==> src/rtl/seq_gen_pkg.sv <==
// Shared constants for the sequence generator: mode codes and control FSM states.
// Used by seq_gen_fsm and seq_next.
package seq_gen_pkg;

    localparam logic [1:0] MODE_UP   = 2'd0;
    localparam logic [1:0] MODE_DOWN = 2'd1;
    localparam logic [1:0] MODE_GRAY = 2'd2;
    localparam logic [1:0] MODE_JOHN = 2'd3;

    typedef enum logic [1:0] {
        S_IDLE = 2'd0,
        S_RUN  = 2'd1,
        S_DONE = 2'd2
    } state_e;

endpackage

==> src/rtl/seq_next.sv <==
// Combinational next-value and terminal-value generator for seq_gen_fsm.
// Gray mode keeps q in Gray code; Johnson mode shifts raw q without correction.
module seq_next
    import seq_gen_pkg::*;
#(
    parameter int WIDTH = 3
) (
    input  logic [WIDTH-1:0] q_i,
    input  logic [1:0]       mode_i,
    output logic [WIDTH-1:0] next_o,
    output logic [WIDTH-1:0] term_o
);

    logic [WIDTH-1:0] bin;
    logic [WIDTH-1:0] bin_inc;
    logic [WIDTH-1:0] msb_only;

    assign msb_only = {1'b1, {(WIDTH-1){1'b0}}};

    // Gray -> binary, increment, back to Gray
    always_comb begin
        bin = '0;
        bin[WIDTH-1] = q_i[WIDTH-1];
        for (int i = WIDTH - 2; i >= 0; i--) begin
            bin[i] = bin[i+1] ^ q_i[i];
        end
        bin_inc = bin + WIDTH'(1);
    end

    always_comb begin
        next_o = q_i;
        term_o = '1;
        unique case (mode_i)
            MODE_UP: begin
                next_o = q_i + WIDTH'(1);
                term_o = '1;
            end
            MODE_DOWN: begin
                next_o = q_i - WIDTH'(1);
                term_o = '0;
            end
            MODE_GRAY: begin
                next_o = bin_inc ^ (bin_inc >> 1);
                term_o = msb_only;
            end
            MODE_JOHN: begin
                next_o = {q_i[WIDTH-2:0], ~q_i[WIDTH-1]};
                term_o = msb_only;
            end
            default: ;
        endcase
    end

endmodule

==> src/rtl/seq_gen_fsm.sv <==
// Loadable up/down/Gray/Johnson sequence generator with one-shot stop control.
// Define SEQ_DECODE_EN to add the one-hot decode output y.
module seq_gen_fsm
    import seq_gen_pkg::*;
#(
    parameter int WIDTH = 3
) (
    input  logic             clk,
    input  logic             rst,
    input  logic             ld,
    input  logic [WIDTH-1:0] d,
    input  logic             en,
    input  logic [1:0]       mode,
    input  logic             one_shot,
    output logic [WIDTH-1:0] q,
    output logic             tc,
    output logic             busy
`ifdef SEQ_DECODE_EN
    ,
    output logic [(1<<WIDTH)-1:0] y
`endif
);

    state_e           state_q, state_d;
    logic [WIDTH-1:0] seq_q, seq_d;
    logic [WIDTH-1:0] seq_next_w;
    logic [WIDTH-1:0] term_w;

    seq_next #(.WIDTH(WIDTH)) u_next (
        .q_i    (seq_q),
        .mode_i (mode),
        .next_o (seq_next_w),
        .term_o (term_w)
    );

    always_ff @(posedge clk or posedge rst) begin
        if (rst) begin
            state_q <= S_IDLE;
            seq_q   <= '0;
        end else begin
            state_q <= state_d;
            seq_q   <= seq_d;
        end
    end

    // Load overrides everything; DONE is left only by load or reset
    always_comb begin
        state_d = state_q;
        seq_d   = seq_q;
        if (ld) begin
            seq_d   = d;
            state_d = S_RUN;
        end else begin
            unique case (state_q)
                S_IDLE: begin
                    if (en) state_d = S_RUN;
                end
                S_RUN: begin
                    if (en) begin
                        if (one_shot && (seq_q == term_w)) state_d = S_DONE;
                        else seq_d = seq_next_w;
                    end
                end
                S_DONE: ;
                default: state_d = S_IDLE;
            endcase
        end
    end

    always_comb begin
        q    = seq_q;
        tc   = (seq_q == term_w);
        busy = (state_q == S_RUN);
`ifdef SEQ_DECODE_EN
        y    = (1 << WIDTH)'(1) << seq_q;
`endif
    end

endmodule
==> config.mk <==
export PLATFORM = sky130hd
export DESIGN_NAME = seq_gen_fsm
export DESIGN_NICKNAME = d
export VERILOG_FILES = /design/src/rtl/seq_gen_pkg.sv /design/src/rtl/seq_next.sv /design/src/rtl/seq_gen_fsm.sv
export SDC_FILE = /design/constraint.sdc
export NUM_CORES = 1
export LEC_CHECK = 0
export CORE_AREA = 2 2 39 41
export DETAILED_ROUTE_END_ITERATION = 8
export DIE_AREA = 0 0 41 43
export MAX_ROUTING_LAYER = met4
export PLACE_DENSITY = 0.65
export SLEW_MARGIN = 20
export SYNTH_ARGS = -nofsm -noshare
export SYNTH_HDL_FRONTEND = slang
export SYNTH_HIERARCHICAL = 1
export SYNTH_SLANG_ARGS = --single-unit
==> constraint.sdc <==
create_clock -name clk -period 1.6 [get_ports clk]
set_input_delay 0.24 -clock clk [delete_from_list [all_inputs] [get_ports clk]]
set_output_delay 0.24 -clock clk [all_outputs]
set_load 0.02 [all_outputs]
Yosys cells after proc, flatten, opt, wreduce, memory -nomap -nowiden

Index checks and enable logic that the tools add are counted.

Bits in registers: 5
Logic and storage cells: 39

$add $sub $neg: 3
Equality and inequality tests: 11
Mux-type cells: 11
Bitwise logic cells: 4
Reduce and logical (&&, ||, !) cells: 8

Operator list:

| kind                  | number |
|---|---|
| $mux W3               | 4 |
| $pmux W3 S4           | 1 |
| $pmux W3 S3           | 1 |
| $mux W2               | 4 |
| $add A3 B1 Y3 const B | 2 |
| $eq A2 B2 Y1 const B  | 3 |
| $ne A3 B3 Y1 const B  | 2 |
| $pmux W2 S3           | 1 |
| $eq A2 B1 Y1 const B  | 2 |
| $logic_not A2 Y1      | 2 |
| $ne A2 B2 Y1 const B  | 2 |
| $reduce_and A4 Y1     | 1 |
| $reduce_bool A2 Y1    | 2 |
| $eq A3 B3 Y1          | 1 |
| $ne A3 B2 Y1 const B  | 1 |
| $reduce_and A3 Y1     | 1 |
| $sub A3 B1 Y3 const B | 1 |
| $xor A3 B2 Y3         | 1 |
| $reduce_or A2 Y1      | 1 |
| $xor A1 B1 Y1         | 2 |
| $logic_and A1 B1 Y1   | 1 |
| $not A1 Y1            | 1 |

Longest topological paths before layout

Word-level depth: 9
Mapped depth: 7

By module

The synthesis kept the hierarchy.

By module, submodules not included:

| module      | times used | cells an instance | area each (sq um) |
|---|---|---|---|
| seq_gen_fsm | 1          | 28                | 305.3 |
| seq_next    | 1          | 18                | 151.4 |

Least setup slack after synthesis

No wires, ideal clock.

Kind: reg2reg
Start point: reg seq_q[0], in the netlist q[0]
End point: reg seq_q[2], in the netlist q[2]
Library setup time: 0.125 ns
Arrival: 1.770 ns
Required time: 1.475 ns
Path slack: -0.295 ns
Stages on the path, launching flop included: 7
Buffers on the path: 0
Period minus slack after synthesis: 1.895 ns
Path through: dfrtp_1 > inv_1 > fa_1 > xnor2_1 > mux2i_1 > mux2_2 > mux2_4

Longest elaborated chain between the ends: 8
Elaborated cells on any way between the ends: 14
Those cells by class: add/sub: 3; eq/ne: 2; mux: 5; bitwise: 2; reduce/logical: 2

RTL lines:

| what                   | line              | source |
|---|---|---|
| from (decl)            | seq_gen_fsm.sv:25 | `logic [WIDTH-1:0] seq_q, seq_d;` |
| from (signal assigned) | seq_gen_fsm.sv:42 | `seq_q <= seq_d;` |
| $xor A1 B1 Y1          | seq_next.sv:25    | `bin[i] = bin[i+1] ^ q_i[i];` |
| $add A3 B1 Y3          | seq_next.sv:27    | `bin_inc = bin + WIDTH'(1);` |
| $xor A3 B2 Y3          | seq_next.sv:43    | `next_o = bin_inc ^ (bin_inc >> 1);` |
| $pmux W3 S4 (*)        | seq_next.sv:33    | `unique case (mode_i)` |
| via seq_next_w[2]      | seq_gen_fsm.sv:26 | `logic [WIDTH-1:0] seq_next_w;` |
| $mux W3 (*)            | seq_gen_fsm.sv:60 | `if (one_shot && (seq_q == term_w)) state_d = S_DONE;` |
| $mux W3 (*)            | seq_gen_fsm.sv:59 | `if (en) begin` |
| $mux W3 (*)            | seq_gen_fsm.sv:54 | `unique case (state_q)` |
| $mux W3 (*)            | seq_gen_fsm.sv:50 | `if (ld) begin` |

The timed path passes the listed nets; every way through them passes the cells marked *. The select of a mux whose other input is x is not followed.
A chain may end at the register's enable or synchronous reset.

Final worst setup path

Start point: in mode[1]
End point: reg seq_q[1], in the netlist q[1]

Elaborated cells on any way between the ends: 15
Those cells by class: eq/ne: 5; mux: 6; reduce/logical: 4

RTL lines:

| what                                 | line              | source |
|---|---|---|
| from (decl)                          | seq_gen_fsm.sv:13 | `input logic [1:0] mode,` |
| $eq A2 B2 Y1 (tied with other cells) | seq_next.sv:33    |  |
| $pmux W3 S4 (*)                      | seq_next.sv:33    |  |
| via seq_next_w[1]                    | seq_gen_fsm.sv:26 |  |
| $mux W3 (*)                          | seq_gen_fsm.sv:60 |  |
| $mux W3 (*)                          | seq_gen_fsm.sv:59 |  |
| $mux W3 (*)                          | seq_gen_fsm.sv:54 |  |
| $mux W3 (*)                          | seq_gen_fsm.sv:50 |  |

Marked as above.

==> metrics <==
placed instance area=roughly 670 µm²; syn avg cell area=around 10 µm²; slowest CP cell=fa_2; Fillers=139; I/O pins=15; vias in the first global route=369; Tot Pwr=~1100 µW; WP data arrival=1.80 ns; Final period util=105%; RSZ-0062 raised after global routing=true; via count=387; row cnt=14; final setup TNS=-0.146 ns; CP max FO=4; Final Critical Period=1.68 ns; Fin Hold WS=0.202 ns; CTS tree=yes; Die Span Y=43 µm; status=finished, violations left; Hold Fails Final Rpt=0; Synth area leader=dfrtp_1; Peak VDD IR=0.000659 V; sequential fraction of the synthesis area=27.4%; post-synth cell types=22; Worst Path Required=1.72 ns; per-cell routed wire length=11.5 µm; via density per instance=4.55; Startpoint Class=input pin; width of the die=41 µm; CP cell instances=clkdlybuf4s15_1, or2b_1, fa_2, mux2i_1, mux2_2, mux2_4; failing checks=negative setup slack; GR Util All Layers=13.9%; TritonRoute pass-1 iters=2; Initial Utilization=33.0%; Synth area leaders=dfrtp_1, mux2_4, xnor2_1, mux2_2, mux2i_1; clk_skew=0.000716 ns; Diodes inserted=0; Sinks on Clock Net=5; Slew HR=83.6%; first-pass GRT wire length=1520 µm; Final HPWL DP=just under 800 µm; Leak Pwr=0.000328 µW; Routed WL=978 µm; layout cells sized above 1=between 40 and 50%; fmax=595 MHz; synth warn=6; design area=between 700 and 800 µm²; Total Die Area=0.00176 mm²; delay-heaviest family, CP=multiplexers; CP bufs+invs=1; synthesis-to-finish area growth=58.4%; Slew @ Worst Pin=0.246 ns; Synth top area share=27.4%; drt drc=0; worst reg-to-reg path cell count=5; largest net degree at the start of global routing=7; CTS buffer count=3; RR Endpoint=q[1]; core area=0.00138 mm²; later-pin clock latency in the skew report=0.24 ns; Final WS setup=-0.0805 ns; I/O Buffers=14; Mapped Area=between 400 and 500 µm²; flops & latches, synth=5; ANT nets after route=0; RR Startpoint=q[0]; Max Slew Vio Count=0; Clock Path Buffers=2; Mapped Cells=46; worst min-delay path class=in2async; nets=81; Setup CP Type=in2reg; gpl congestion=approximately 0.76; Largest stage delay, worst path=0.52 ns; Post-Syn Nets=57; clock-pin slew on the worst setup and hold paths=~0.040 ns; MaxCap Viol Count=0; initial detailed-routing violation count=2; PD cells=between 1500 and 2000 mW/mm²; reg2reg setup slack=-0.07 ns; CTS H-Tree Depth=1; Root Buffer=clkbuf_4; GRT overflow=0; initial antenna violation count=0; Setup crit end kind=register; Setup Viol. Count Final=2
## worst max-delay path by stage
stage               cells after the start     from  endpoint  slack, ns
floorplan                               6  mode[1]      q[1]      -0.18
global route                            6     q[0]      q[2]      -0.14
detailed placement                      6  mode[0]      q[1]      -0.61
global placement                        6  mode[0]      q[1]      -0.60
finish                                  6  mode[1]      q[1]      -0.08
CTS                                     5     q[0]      q[1]      -0.07
## cell usage in the layout, fill, tap and decap left out, types with 2 or more instances in the layout
cell type | synthesis | layout
buf_4 | 1 | 6
dlygate4sd2_1 | 0 | 3
clkbuf_4 | 0 | 3
mux2_4 | 4 | 5
xnor2_1 | 6 | 4
mux2_2 | 3 | 2
dfrtp_2 | 0 | 2
dfrtp_1 | 5 | 3
inv_2 | 0 | 2
clkdlybuf4s50_1 | 0 | 7
xnor2_2 | 0 | 2
nand2b_1 | 3 | 3
nor2_1 | 4 | 3
mux2i_1 | 3 | 3
clkdlybuf4s15_2 | 0 | 2
## where the power goes
group | internal, µW | total (µW) | leakage (µW) | switching, µW
clock | 94.0 | 142 | 0.0000150 | 47.6
combinational | 454 | 763 | 0.000258 | 310
sequential | 174 | 224 | 0.0000558 | 50.1
total | 722 | 1130 | 0.000328 | 407
## synth_stat cells
master	number
inv_1	3
or2b_1	1
xnor2_1	6
nor2_1	4
mux2i_1	3
nand4_1	1
nand2b_1	3
dfrtp_1	5
a21oi_1	1
nor2b_2	1
o2bb2ai_1	1
and3_2	1
clkbuf_1	1
nand2_1	1
fa_1	1
buf_4	1
nor2b_1	2
nand3_1	1
a21o_2	1
mux2_4	4
o21ai_0	1
mux2_2	3
## what timing repair did
action                                  in CTS  in global routing
hold buffers                                 0                  0
resized for setup                           15                  5
setup buffers                                0                  0
endpoints found under the setup margin       7                  5
## metrics by stage
step	setup WS, ns	instances	utilization [%]
2_1_floorplan	-0.181	46	-
3_5_place_dp	-0.614	81	48.3
5_1_grt	-0.140	85	52.3
4_1_cts	-0.0675	85	50.5
6_report	-0.0805	85	52.3
3_3_place_gp	-0.600	81	48.3
## worst reg2reg max path, cell delays in order (launching register included)
cell and delay (ns):
dfrtp_2 0.38, inv_2 0.05, fa_2 0.55, mux2i_1 0.06, mux2_2 0.27, mux2_4 0.26
## cell families (layout without fill, tap and decap cells)
family                   after synthesis  count (layout)  synth area share, %
AO/OA/AOI/OAI                          4               4                 6.03
XOR/XNOR                               6               6                 11.5
adder cells (fa/ha/maj)                1               1                 4.38
buffers and inverters                  5              28                 4.93
flip-flops                             5               5                 27.4
multiplexers                          10              10                 27.1
AND/OR/NAND/NOR                       15              15                 18.6
## layer usage
| metal | track usage, % | vias to the layer above | routed length [µm] |
|---|---|---|---|
| met4 | 4.00 | 0 | 0 |
| met3 | 7.85 | 0 | 59 |
| met5 | - | - | 0 |
| li1 | - | 200 | - |
| met1 | 15.0 | 176 | 383 |
| met2 | 20.9 | 11 | 536 |
## sequential cells by signal, summed over array words and instances (netlist names)
| signal | cells |
|---|---|
| state_q | 2 |
| q | 3 |
## layout make-up
class / count / area (µm²) / share of cell area [%]
flip-flops and latches: 5 / 128 / 17.6
well taps: 16 / 20.0 / 2.77
inverters: 3 / 11.3 / 1.56
multi-input cells: 36 / 340 / 47.1
repair buffers: 21 / 198 / 27.3
clock buffers: 4 / 26.3 / 3.63
Note: power is estimated with default switching activity, not from simulation.
